### config.mk
export PLATFORM = sky130hd
export DESIGN_NAME = fifo_sync
export DESIGN_NICKNAME = d
export VERILOG_FILES = /design/src/rtl/fifo_pkg.sv /design/src/rtl/fifo_sync_pointer.sv /design/src/rtl/fifo_sync.sv
export SDC_FILE = /design/constraint.sdc
export NUM_CORES = 1
export LEC_CHECK = 0
export BUFFER_PORTS_ARGS = -buffer_cell sky130_fd_sc_hd__buf_2
export CORE_MARGIN = 8
export CORE_UTILIZATION = 30
export CTS_BUF_LIST = sky130_fd_sc_hd__clkbuf_4 sky130_fd_sc_hd__clkbuf_8
export CTS_CLUSTER_SIZE = 8
export DETAILED_ROUTE_END_ITERATION = 10
export GPL_TIMING_DRIVEN = 0
export MAX_ROUTING_LAYER = met4
export RECOVER_POWER = 25
export SYNTH_ARGS = -nofsm -noshare
export SYNTH_HDL_FRONTEND = slang
export SYNTH_SLANG_ARGS = --single-unit
### constraint.sdc
create_clock -name clk -period 2.45 [get_ports clk]
set_input_delay 0.1225 -clock clk [delete_from_list [all_inputs] [get_ports clk]]
set_output_delay 0.1225 -clock clk [all_outputs]
set_load 0.02 [all_outputs]
### src/rtl/fifo_pkg.sv
// Shared FIFO helpers: count/pointer width functions, pointer wrap and the status bundle.
package fifo_pkg;

  typedef struct packed {
    logic full;
    logic almost_full;
    logic empty;
    logic almost_empty;
    logic overflow;
    logic underflow;
  } fifo_status_t;

  function automatic int unsigned count_width(input int unsigned depth);
    return $clog2(depth + 1);
  endfunction

  function automatic int unsigned ptr_width(input int unsigned depth);
    return (depth > 1) ? $clog2(depth) : 1;
  endfunction

  // Explicit compare so non-power-of-two depths wrap correctly.
  function automatic int unsigned ptr_wrap_inc(input int unsigned ptr, input int unsigned depth);
    return (ptr == depth - 1) ? 0 : ptr + 1;
  endfunction

endpackage

### src/rtl/fifo_sync_pointer.sv
// Modulo-DEPTH pointer with enable, synchronous clear and async active-low reset.
module fifo_sync_pointer
  import fifo_pkg::*;
#(
  parameter int unsigned DEPTH = 8,
  parameter int unsigned PTR_W = ptr_width(DEPTH)
) (
  input  logic             clk,
  input  logic             rst_n,
  input  logic             clear_i,
  input  logic             en_i,
  output logic [PTR_W-1:0] ptr_o
);

  logic [PTR_W-1:0] ptr_q, ptr_d;

  always_comb begin
    ptr_d = ptr_q;
    if (clear_i) begin
      ptr_d = '0;
    end else if (en_i) begin
      ptr_d = PTR_W'(ptr_wrap_inc(32'(ptr_q), DEPTH));
    end
  end

  always_ff @(posedge clk or negedge rst_n) begin
    if (!rst_n) begin
      ptr_q <= '0;
    end else begin
      ptr_q <= ptr_d;
    end
  end

  assign ptr_o = ptr_q;

endmodule

### src/rtl/fifo_sync.sv
// Single-clock FIFO with occupancy count, thresholds, sticky flags and flush.
// Define FIFO_SYNC_FWFT_EN for first-word fall-through; default is registered read.
module fifo_sync
  import fifo_pkg::*;
#(
  parameter int unsigned DATA_WIDTH         = 8,
  parameter int unsigned DEPTH              = 8,
  parameter int unsigned ALMOST_FULL_LEVEL  = DEPTH - 1,
  parameter int unsigned ALMOST_EMPTY_LEVEL = 1
) (
  input  logic                            clk,
  input  logic                            reset,
  input  logic                            clear,
  input  logic                            write_enable,
  input  logic [DATA_WIDTH-1:0]           write_data,
  output logic                            full,
  output logic                            almost_full,
  input  logic                            read_enable,
  output logic [DATA_WIDTH-1:0]           read_data,
  output logic                            read_valid,
  output logic                            empty,
  output logic                            almost_empty,
  output logic [count_width(DEPTH)-1:0]   count,
  output logic                            overflow,
  output logic                            underflow
);

  localparam int unsigned CNT_W = count_width(DEPTH);
  localparam int unsigned PTR_W = ptr_width(DEPTH);
  localparam logic [CNT_W-1:0] DEPTH_C = CNT_W'(DEPTH);

  logic [DATA_WIDTH-1:0] mem_q [DEPTH];
  logic [PTR_W-1:0]      wr_ptr, rd_ptr;
  logic [CNT_W-1:0]      count_q, count_d;
  logic                  overflow_q, overflow_d;
  logic                  underflow_q, underflow_d;
  logic                  wr_ok, rd_ok;
  fifo_status_t          status;

  always_comb begin
    status.full         = (count_q == DEPTH_C);
    status.empty        = (count_q == '0);
    status.almost_full  = (32'(count_q) >= ALMOST_FULL_LEVEL);
    status.almost_empty = (32'(count_q) <= ALMOST_EMPTY_LEVEL);
    status.overflow     = overflow_q;
    status.underflow    = underflow_q;
  end

  // Requests during a flush are dropped entirely, including their flag effects.
  assign wr_ok = write_enable & ~status.full  & ~clear;
  assign rd_ok = read_enable  & ~status.empty & ~clear;

  fifo_sync_pointer #(.DEPTH(DEPTH), .PTR_W(PTR_W)) u_wr_ptr (
    .clk     (clk),
    .rst_n   (reset),
    .clear_i (clear),
    .en_i    (wr_ok),
    .ptr_o   (wr_ptr)
  );

  fifo_sync_pointer #(.DEPTH(DEPTH), .PTR_W(PTR_W)) u_rd_ptr (
    .clk     (clk),
    .rst_n   (reset),
    .clear_i (clear),
    .en_i    (rd_ok),
    .ptr_o   (rd_ptr)
  );

  always_ff @(posedge clk) begin
    if (wr_ok) begin
      mem_q[wr_ptr] <= write_data;
    end
  end

  always_comb begin
    count_d     = count_q;
    overflow_d  = overflow_q;
    underflow_d = underflow_q;
    if (clear) begin
      count_d     = '0;
      overflow_d  = 1'b0;
      underflow_d = 1'b0;
    end else begin
      if (wr_ok && !rd_ok) begin
        count_d = count_q + 1'b1;
      end else if (rd_ok && !wr_ok) begin
        count_d = count_q - 1'b1;
      end
      if (write_enable && status.full) begin
        overflow_d = 1'b1;
      end
      if (read_enable && status.empty) begin
        underflow_d = 1'b1;
      end
    end
  end

  always_ff @(posedge clk or negedge reset) begin
    if (!reset) begin
      count_q     <= '0;
      overflow_q  <= 1'b0;
      underflow_q <= 1'b0;
    end else begin
      count_q     <= count_d;
      overflow_q  <= overflow_d;
      underflow_q <= underflow_d;
    end
  end

`ifdef FIFO_SYNC_FWFT_EN
  assign read_data  = status.empty ? '0 : mem_q[rd_ptr];
  assign read_valid = ~status.empty;
`else
  logic [DATA_WIDTH-1:0] read_data_q, read_data_d;
  logic                  read_valid_q, read_valid_d;

  always_comb begin
    read_data_d  = rd_ok ? mem_q[rd_ptr] : read_data_q;
    read_valid_d = rd_ok;
  end

  always_ff @(posedge clk or negedge reset) begin
    if (!reset) begin
      read_data_q  <= '0;
      read_valid_q <= 1'b0;
    end else begin
      read_data_q  <= read_data_d;
      read_valid_q <= read_valid_d;
    end
  end

  assign read_data  = read_data_q;
  assign read_valid = read_valid_q;
`endif

  assign full         = status.full;
  assign almost_full  = status.almost_full;
  assign empty        = status.empty;
  assign almost_empty = status.almost_empty;
  assign overflow     = status.overflow;
  assign underflow    = status.underflow;
  assign count        = count_q;

endmodule
# After elaboration in Yosys (flattened, before gate mapping)
# Memories as Yosys holds them, arrays and structs flattened. A register that Yosys moved wholly into a read port is not among the register bits.
# Cells that the tools add are included.
# totals
ramBits	64
word_cells	51
register_bits	13
out_inout_bits	19
in_bits	13
mem_count	1
# op_classes
mux	15
bitwise_logic	7
magnitude_cmp	2
n_reduce_logical	13
n_eq_ne	3
add_sub_neg	4
# mem_list
memory	depth	width	read_ports	rd_ports_with_merged_regs	write_ports	line	text
mem_q	8	8	1	1	1	fifo_sync.sv:32	logic [DATA_WIDTH-1:0] mem_q [DEPTH];
# ops
operator	n
$mux W3	6
$mux W4	3
$reduce_bool A2 Y1	4
$add A3 B1 Y3 const B	2
$eq A3 B3 Y1 const B	2
$mux W1	6
$add A4 B1 Y4 const B	1
$and A1 B1 Y1	4
$eq A4 B4 Y1 const B	1
$ge A4 B3 Y1 const B	1
$le A4 B1 Y1 const B	1
$logic_and A1 B1 Y1	4
$logic_not A4 Y1	1
$sub A4 B1 Y4 const B	1
$logic_not A1 Y1	3
$not A1 Y1	3
$reduce_bool A3 Y1	1

# Longest topological paths before layout
# Gate-level depths: netlist of run 1.
# logic_depth
ltp_word	9
depth_mapped	8
depth_no_buf	6

# Cells and area by module
# A second synthesis of run 1 with hierarchy kept.
# unflattened
cells_unflattened	245
hier_area_um2	3628.5
# modules_own_cells
mod	area_per_inst_um2	cells_each	seq_area_each_um2	n_inst
fifo_sync	3325.7	221	2297.2	1
fifo_sync_pointer	151.4	12	75.1	2

# Worst setup path before layout of run 1
# Ideal clock, no wire load.
# synth_path
kind	reg2reg
start	reg count_q[0] (netlist: count[0])
end	mem mem_q[0][0], enable pin
stages_incl_launch_ff	7
setup_time_ns	0.383
path_buffers	1
synth_period_minus_slack_ns	2.581
arrival_ns	2.198
slack_ns	-0.131
required_ns	2.067
path_cell_list	dfrtp_1 -> inv_1 -> ha_1 -> and3b_1 -> buf_6 -> or3_1 -> nor3_1
# synth_between
elab_chain_cells	6
# synth_lines
item	line	text
start, declared	fifo_sync.sv:34	logic [CNT_W-1:0] count_q, count_d;
start signal, assigned	fifo_sync.sv:104	count_q <= count_d;
$eq A4 B4 Y1	fifo_sync.sv:41	status.full = (count_q == DEPTH_C);
named net full	fifo_sync.sv:16	output logic full,
$not A1 Y1	fifo_sync.sv:50	assign wr_ok = write_enable & ~status.full & ~clear;
$and A1 B1 Y1 (2 in series)	fifo_sync.sv:50	
$mux W1	fifo_sync.sv:70	if (wr_ok) begin
$mux W1 (not written as such)	fifo_sync.sv:71	mem_q[wr_ptr] <= write_data;
end, declared	fifo_sync.sv:32	
# The timed path passes the listed nets, and every way through them passes these cells.

# Final worst setup path of run 1
# layout_path
start	reg count_q[1] (netlist: count[1])
end	mem mem_q[0][0], enable pin
# layout_between
elab_chain_cells	6
# layout_lines
item	line
$eq A4 B4 Y1	fifo_sync.sv:41
$not A1 Y1	fifo_sync.sv:50
$and A1 B1 Y1 (2 in series)	fifo_sync.sv:50
$mux W1	fifo_sync.sv:70
$mux W1 (not written as such)	fifo_sync.sv:71
# Every way passes these cells.

==> reports/metrics.cfg, run 1 <==
[outcome]
status=completed

[synthesis]
syn-instance-count=227
synth_area_um2=3620
synth_xor_area_frac=0.00726
synthArstFlopShare=0.247
synth_edf_count=64
synth-compound-area-share=0.0457
synth_mux_area_frac=0.130
synthAdderAreaFrac=0.0242
syn_nets=247
ys_seq_area_frac=0.677
syn_area_per_cell_um2=15.9
synth_seq_cells=85
ys.flop_type=edfxtp_1
synth.distinct_cells=43
synth_simple_gate_area_frac=0.0865
synth_top_family_by_area=multiplexers
yosys_warnings=0

[clock_tree]
cts_tree=yes
cts_buffers=9
ctsHtreeMaxLevel=3
clockBufferDepth=2
cts_sinks=85
insertion_delay_ns=0.36
clk_pin_slew_ns=0.09
cts_root_buf=clkbuf_8

[timing]
tightest_slew_ns=0.736
final-setup-viol-count=0
skew_ns=0.00871
rsz0062_at_grt=yes
timing.final.max_slew_violations=0
fin_crit_ns=2.39
fmax_mhz=419
fin_tns_setup_ns=0
max_slew_margin=0.509
post-route-period-util=0.974
hold_viol_final=0

[finish]
final_core_util=0.365
antennaDiodeCount=0
final_cell_mix=edfxtp_1 (64), buf_2 (28), dfrtp_1 (20), mux4_2 (16), nand2_1 (13)
register_area_um2=2450
nets=296
fin_area_um2=4350
drive_gt1_frac=0.310
final_common_cell=edfxtp_1
syn2layout_area_growth_pct=20.3
multi_input_area_um2=1120
fillers=1123

[routing]
first_pass_iters=4
vias_per_cell=4.87
vias=2086
wl_um=7450
drc=0
drtAntennaViolNets=0
wl_per_cell_um=17.4
first_iter_violations=188

[grt]
grt_pass1_wl_um=11700
grt.total_usage=0.0994
grt_antenna_before_repair=0
grt_overflow=0
grt_start_max_net_pins=22
grt_pass1_vias=2122

[critical_path]
path_buf_inv=3
cp_max_fo=6
start_kind=flop
endpoint_kind=flop
path_cells=inv_1 -> ha_1 -> and3b_1 -> buf_6 -> or3_1 -> nor3_4 -> buf_4
crit_required_ns=2.53
critPathTopFamily=simple AND/OR/NAND/NOR gates
cp_slowest_stage_delay_ns=0.53
arrival_ns=2.47
crit_type=reg -> reg
critical-path-slowest-cell=or3_1

[flow_run]
maxCapViolCount=0

[die]
core_area_um2=11900
initial_core_util=0.304
ios=32
die_x_um=126
fp.dieH_um=126
num_rows=40
die_area_um2=15800

[power_and_ir_drop]
total_power_uw=3670
vdd_ir_drop_max_v=0.000325
leakagePower_uw=0.00157
p_per_area_nw_per_um2=843

[placed_design]
placed_area_um2=3960
gp_congestion=0.831
dp_hpwl_um=4870
io_buffers=30

[min_path]
hold_path.class=in -> reg

==> worst reg2reg max path, cell delays in order, from the launching register on <==
cell	delay, ns
dfrtp_1	0.43
inv_1	0.13
ha_1	0.26
and3b_1	0.22
buf_6	0.12
or3_1	0.53
nor3_4	0.25
buf_4	0.17
==> metrics by stage <==
step | setup slack [ns] | instances | hold WS [ns]
after global placement | -0.539 | 404 | 0.109
after detailed placement | -0.283 | 404 | 0.122
final | 0.0649 | 428 | 0.0436
after global routing | -0.0909 | 428 | 0.0531
after floorplan | 0.0409 | 227 | -0.173
after CTS | -0.161 | 424 | 0.0260
==> power breakdown <==
group / switching [uW] / internal (uW)
combinational: 481 / 345
clock: 533 / 587
sequential: 63.6 / 1660
==> worst paths after layout <==
kind,from,endpoint,slack [ns],cells past startpoint
max,count[1],mem_q[0][0],0.06,7
min,write_data[1],mem_q[1][1],0.04,1
max reg2reg,count[1],mem_q[0][0],0.06,7
min reg2reg,read_data[7],read_data[7],0.48,2
max in group asynchronous,reset,count[0],1.84,2
min in group asynchronous,reset,count[3],0.25,2
==> area by class of cell <==
class / instances / share of cell area
inverter: 5 / 0.00431
clock inverter: 7 / 0.0236
multi-input combinational: 123 / 0.256
clock buffer: 9 / 0.0285
timing repair buffer: 38 / 0.0624
tap: 147 / 0.0423
buffer: 14 / 0.0201
sequential: 85 / 0.563
==> cells by family (layout without fill, tap and decap cells) <==
family	count (synthesis)	after routing
AOI/OAI and AO/OA	28	28
xor gates and xnor gates	3	3
adders and majority gates	7	7
buffers and inverters	19	73
DFF	85	85
muxes	27	27
and+or+nand+nor	58	58
==> state kept, by name (all words and copies together), names as in the netlist <==
signal          flops
mem_q              64
underflow           1
read_data           8
count               4
overflow            1
u_rd_ptr.ptr_o      3
u_wr_ptr.ptr_o      3
read_valid          1
==> what timing repair did <==
action	CTS	global route
hold endpoints to repair	22	0
setup endpoints to repair	64	64
pin swaps	0	2
gates resized for setup	7	5
hold buffers	2	0
buffers inserted	2	4
==> per-layer routing <==
| metal | vias to the layer above | part of all wire | track usage |
|---|---|---|---|
| met5 | - | 0 | - |
| met4 | 0 | 0.014 | 0.0382 |
| met3 | 10 | 0.048 | 0.0283 |
| met2 | 54 | 0.48 | 0.156 |
| met1 | 1058 | 0.46 | 0.120 |
| li1 | 964 | - | - |
==> Yosys cell counts, types with 2 or more instances <==
| cell | instances | area share |
|---|---|---|
| or3b_1 | 2 | 0.0048 |
| mux2i_1 | 10 | 0.028 |
| clkbuf_1 | 3 | 0.0031 |
| or3_1 | 3 | 0.0052 |
| nor2b_1 | 2 | 0.0035 |
| ha_1 | 7 | 0.024 |
| nand3_1 | 2 | 0.0028 |
| buf_6 | 2 | 0.0062 |
| nand2b_1 | 5 | 0.0086 |
| edfxtp_1 | 64 | 0.53 |
| nor3_1 | 4 | 0.0055 |
| nand2_1 | 13 | 0.013 |
| inv_1 | 5 | 0.0052 |
| buf_2 | 3 | 0.0041 |
| xor2_1 | 3 | 0.0073 |
| dfrtp_1 | 21 | 0.15 |
| mux4_2 | 16 | 0.10 |
| o21ai_0 | 11 | 0.015 |
| nor2_1 | 16 | 0.017 |
| buf_4 | 4 | 0.0083 |
| a21oi_1 | 9 | 0.012 |
Power figures use the tool's default switching activity.
==> inputs of run 2 (changes only) <==
CELL_PAD_IN_SITES_DETAIL_PLACEMENT = 1   (was unset)
CELL_PAD_IN_SITES_GLOBAL_PLACEMENT = 1   (was unset)
PLACE_DENSITY = 0.52   (was unset)
==> run 2 against run 1 <==
  * Critical path depth stayed put
  * Register-to-register slack better by 0.16 ns
  * Non-clock buffer count is 4 higher
  * Fmax is 7.1% higher
  * Worst setup slack better by 0.16 ns
  * Via count is 1.6% lower
  * Routed wire length is 11% higher
  * Sequential power hardly changed
  * Cell count is 0.93% higher
  * Die area stayed put
  * Clock power is 9.8% lower
  * Clock skew is 0.0046 ns higher
  * Critical path type unchanged
  * Critical endpoint is now mem_q[0][6]
  * Highest routed layer unchanged
==> reports/metrics.cfg, run 2 (synthesis gave the netlist of run 1 again) <==
[critical_path]
crit_required_ns=2.53
cp_max_fo=6
critical-path-slowest-cell=or3_4
critPathTopFamily=simple AND/OR/NAND/NOR gates
reg2reg_depth=7
path_buf_inv=3
rr_startpoint=count[1]
rr_endpoint=mem_q[0][6]
cp.depth=7
rrSetupSlack_ns=0.22
start_kind=flop
path_cells=inv_1 -> ha_1 -> and3b_1 -> buf_6 -> or3_4 -> nor3_4 -> buf_4
arrival_ns=2.30
cp_slowest_stage_delay_ns=0.44
crit_type=reg -> reg
endpoint_kind=flop

[die]
initial_core_util=0.304
die_x_um=126
fp.dieH_um=126
core_area_um2=11900
ios=32
num_rows=40
die_area_um2=15800

[routing]
wl_um=8290
vias=2052
vias_per_cell=4.75
drc=0
wl_per_cell_um=19.2
drtAntennaViolNets=0
first_pass_iters=4
first_iter_violations=117

[timing]
skew_ns=0.0133
fin_tns_setup_ns=0
tightest_slew_ns=0.839
fmax_mhz=449
rsz0062_at_grt=no
post-route-period-util=0.909
hold_viol_final=0
final-setup-viol-count=0
max_slew_margin=0.441
fin_crit_ns=2.23
timing.final.max_slew_violations=0

[finish]
final_cell_mix=edfxtp_1 (64), buf_2 (25), dfrtp_1 (20), mux4_2 (16), nand2_1 (12)
largest_register_ffs=64
antennaDiodeCount=0
drive_gt1_frac=0.316
nets=300
final_common_cell=edfxtp_1
fillers=1253
syn2layout_area_growth_pct=21.2
regMostFlops=mem_q

[min_path]
hp-start=write_data[4]
hold_path.class=in -> reg
worstHoldEndpoint=mem_q[3][4]
min_path_cells=1

[clock_tree]
clk_pin_slew_ns=0.09
cts_tree=yes
insertion_delay_ns=0.36
cts_sinks=85
cts_buffers=9
cts_root_buf=clkbuf_8
clockBufferDepth=2
ctsHtreeMaxLevel=3

[grt]
grt_pass1_vias=2197
grt_pass1_wl_um=12900
grt_overflow=0
grt_start_max_net_pins=22
grt.total_usage=0.113
grt_antenna_before_repair=0

[power_and_ir_drop]
total_power_uw=3570
clkPwrFrac=0.284
internal-power_uw=2480
leakagePower_uw=0.00158
p_per_area_nw_per_um2=815
comb_power_share=0.233
switching_share=0.305
vdd_ir_drop_max_v=0.000275
seq_power_share=0.483
switching_power_uw=1090

[placed_design]
dp_hpwl_um=5230
gp_congestion=0.701
io_buffers=30

[flow_run]
maxCapViolCount=0

[outcome]
status=completed

[run 2: changes by cell type in the layout (fill, tap and decap cells not counted), sizes merged]
cell      delta
clkbuf       +3
bufinv       -1
buf          +1
inv          -1
clkinvlp     -1
clkinv       +3
[run 2: metrics by stage]
stage	std cells	cell area, um^2	hold WS, ns	util	setup WS (ns)
after CTS	426	4250	0.00920	0.357	-0.179
after floorplan	227	3620	-0.173	-	0.0409
after detailed placement	404	3960	0.127	0.333	-0.366
final	432	4390	0.121	0.368	0.223
after global placement	404	3960	0.130	0.332	-0.588
after global routing	432	4390	0.116	0.368	0.0475
[run 2: worst register-to-register path, delay by kind of cell (launching register included)]
| family | cells | cell delay [ns] |
|---|---|---|
| adder cells (fa/ha/maj) | 1 | 0.28 |
| buffers and inverters | 3 | 0.42 |
| flip-flops | 1 | 0.42 |
| AND/OR/NAND/NOR | 3 | 0.83 |
[run 2: repair_timing]
| action | CTS | global route |
|---|---|---|
| buffers inserted | 4 | 6 |
| pin swaps | 1 | 6 |
| endpoints found under the hold margin | 22 | 0 |
| gates resized for setup | 11 | 6 |
| endpoints found under the setup margin | 64 | 63 |
| hold buffers | 2 | 0 |
| gates cloned | 0 | 0 |
[run 2: how the worst max path moves through the flow]
| stage | start | endpoint |
|---|---|---|
| final | count[1] | mem_q[0][6] |
| after global routing | count[1] | mem_q[1][6] |
| after CTS | count[0] | mem_q[2][0] |
| after detailed placement | count[0] | mem_q[2][3] |
| after global placement | count[0] | mem_q[1][3] |
| after floorplan | count[0] | mem_q[1][0] |
[run 2: final cells by class]
cell class,instances,area (um^2),share of cell area
plain buffers,14,87.6,0.0200
flip-flops and latches,85,2450,0.558
inverters,5,18.8,0.00428
clock inverters,7,73.8,0.0168
multi-input cells,123,1140,0.260
repair buffers,42,310,0.0708
clock buffers,9,124,0.0282
well taps,147,184,0.0419
[run 2: layer usage]
metal	global-route usage	share of wire
met1	0.141	0.48
met2	0.170	0.47
met3	0.0295	0.036
met4	0.0488	0.014
met5	-	0
[run 2: power by group through the flow]
stage,Sequential (uW),Clock (uW),Combinational (uW)
finish,1730,1010,834
global route,1750,1110,920
CTS,1730,1060,846
detailed placement,1760,0,829
global placement,1760,0,820
floorplan,1860,0,452
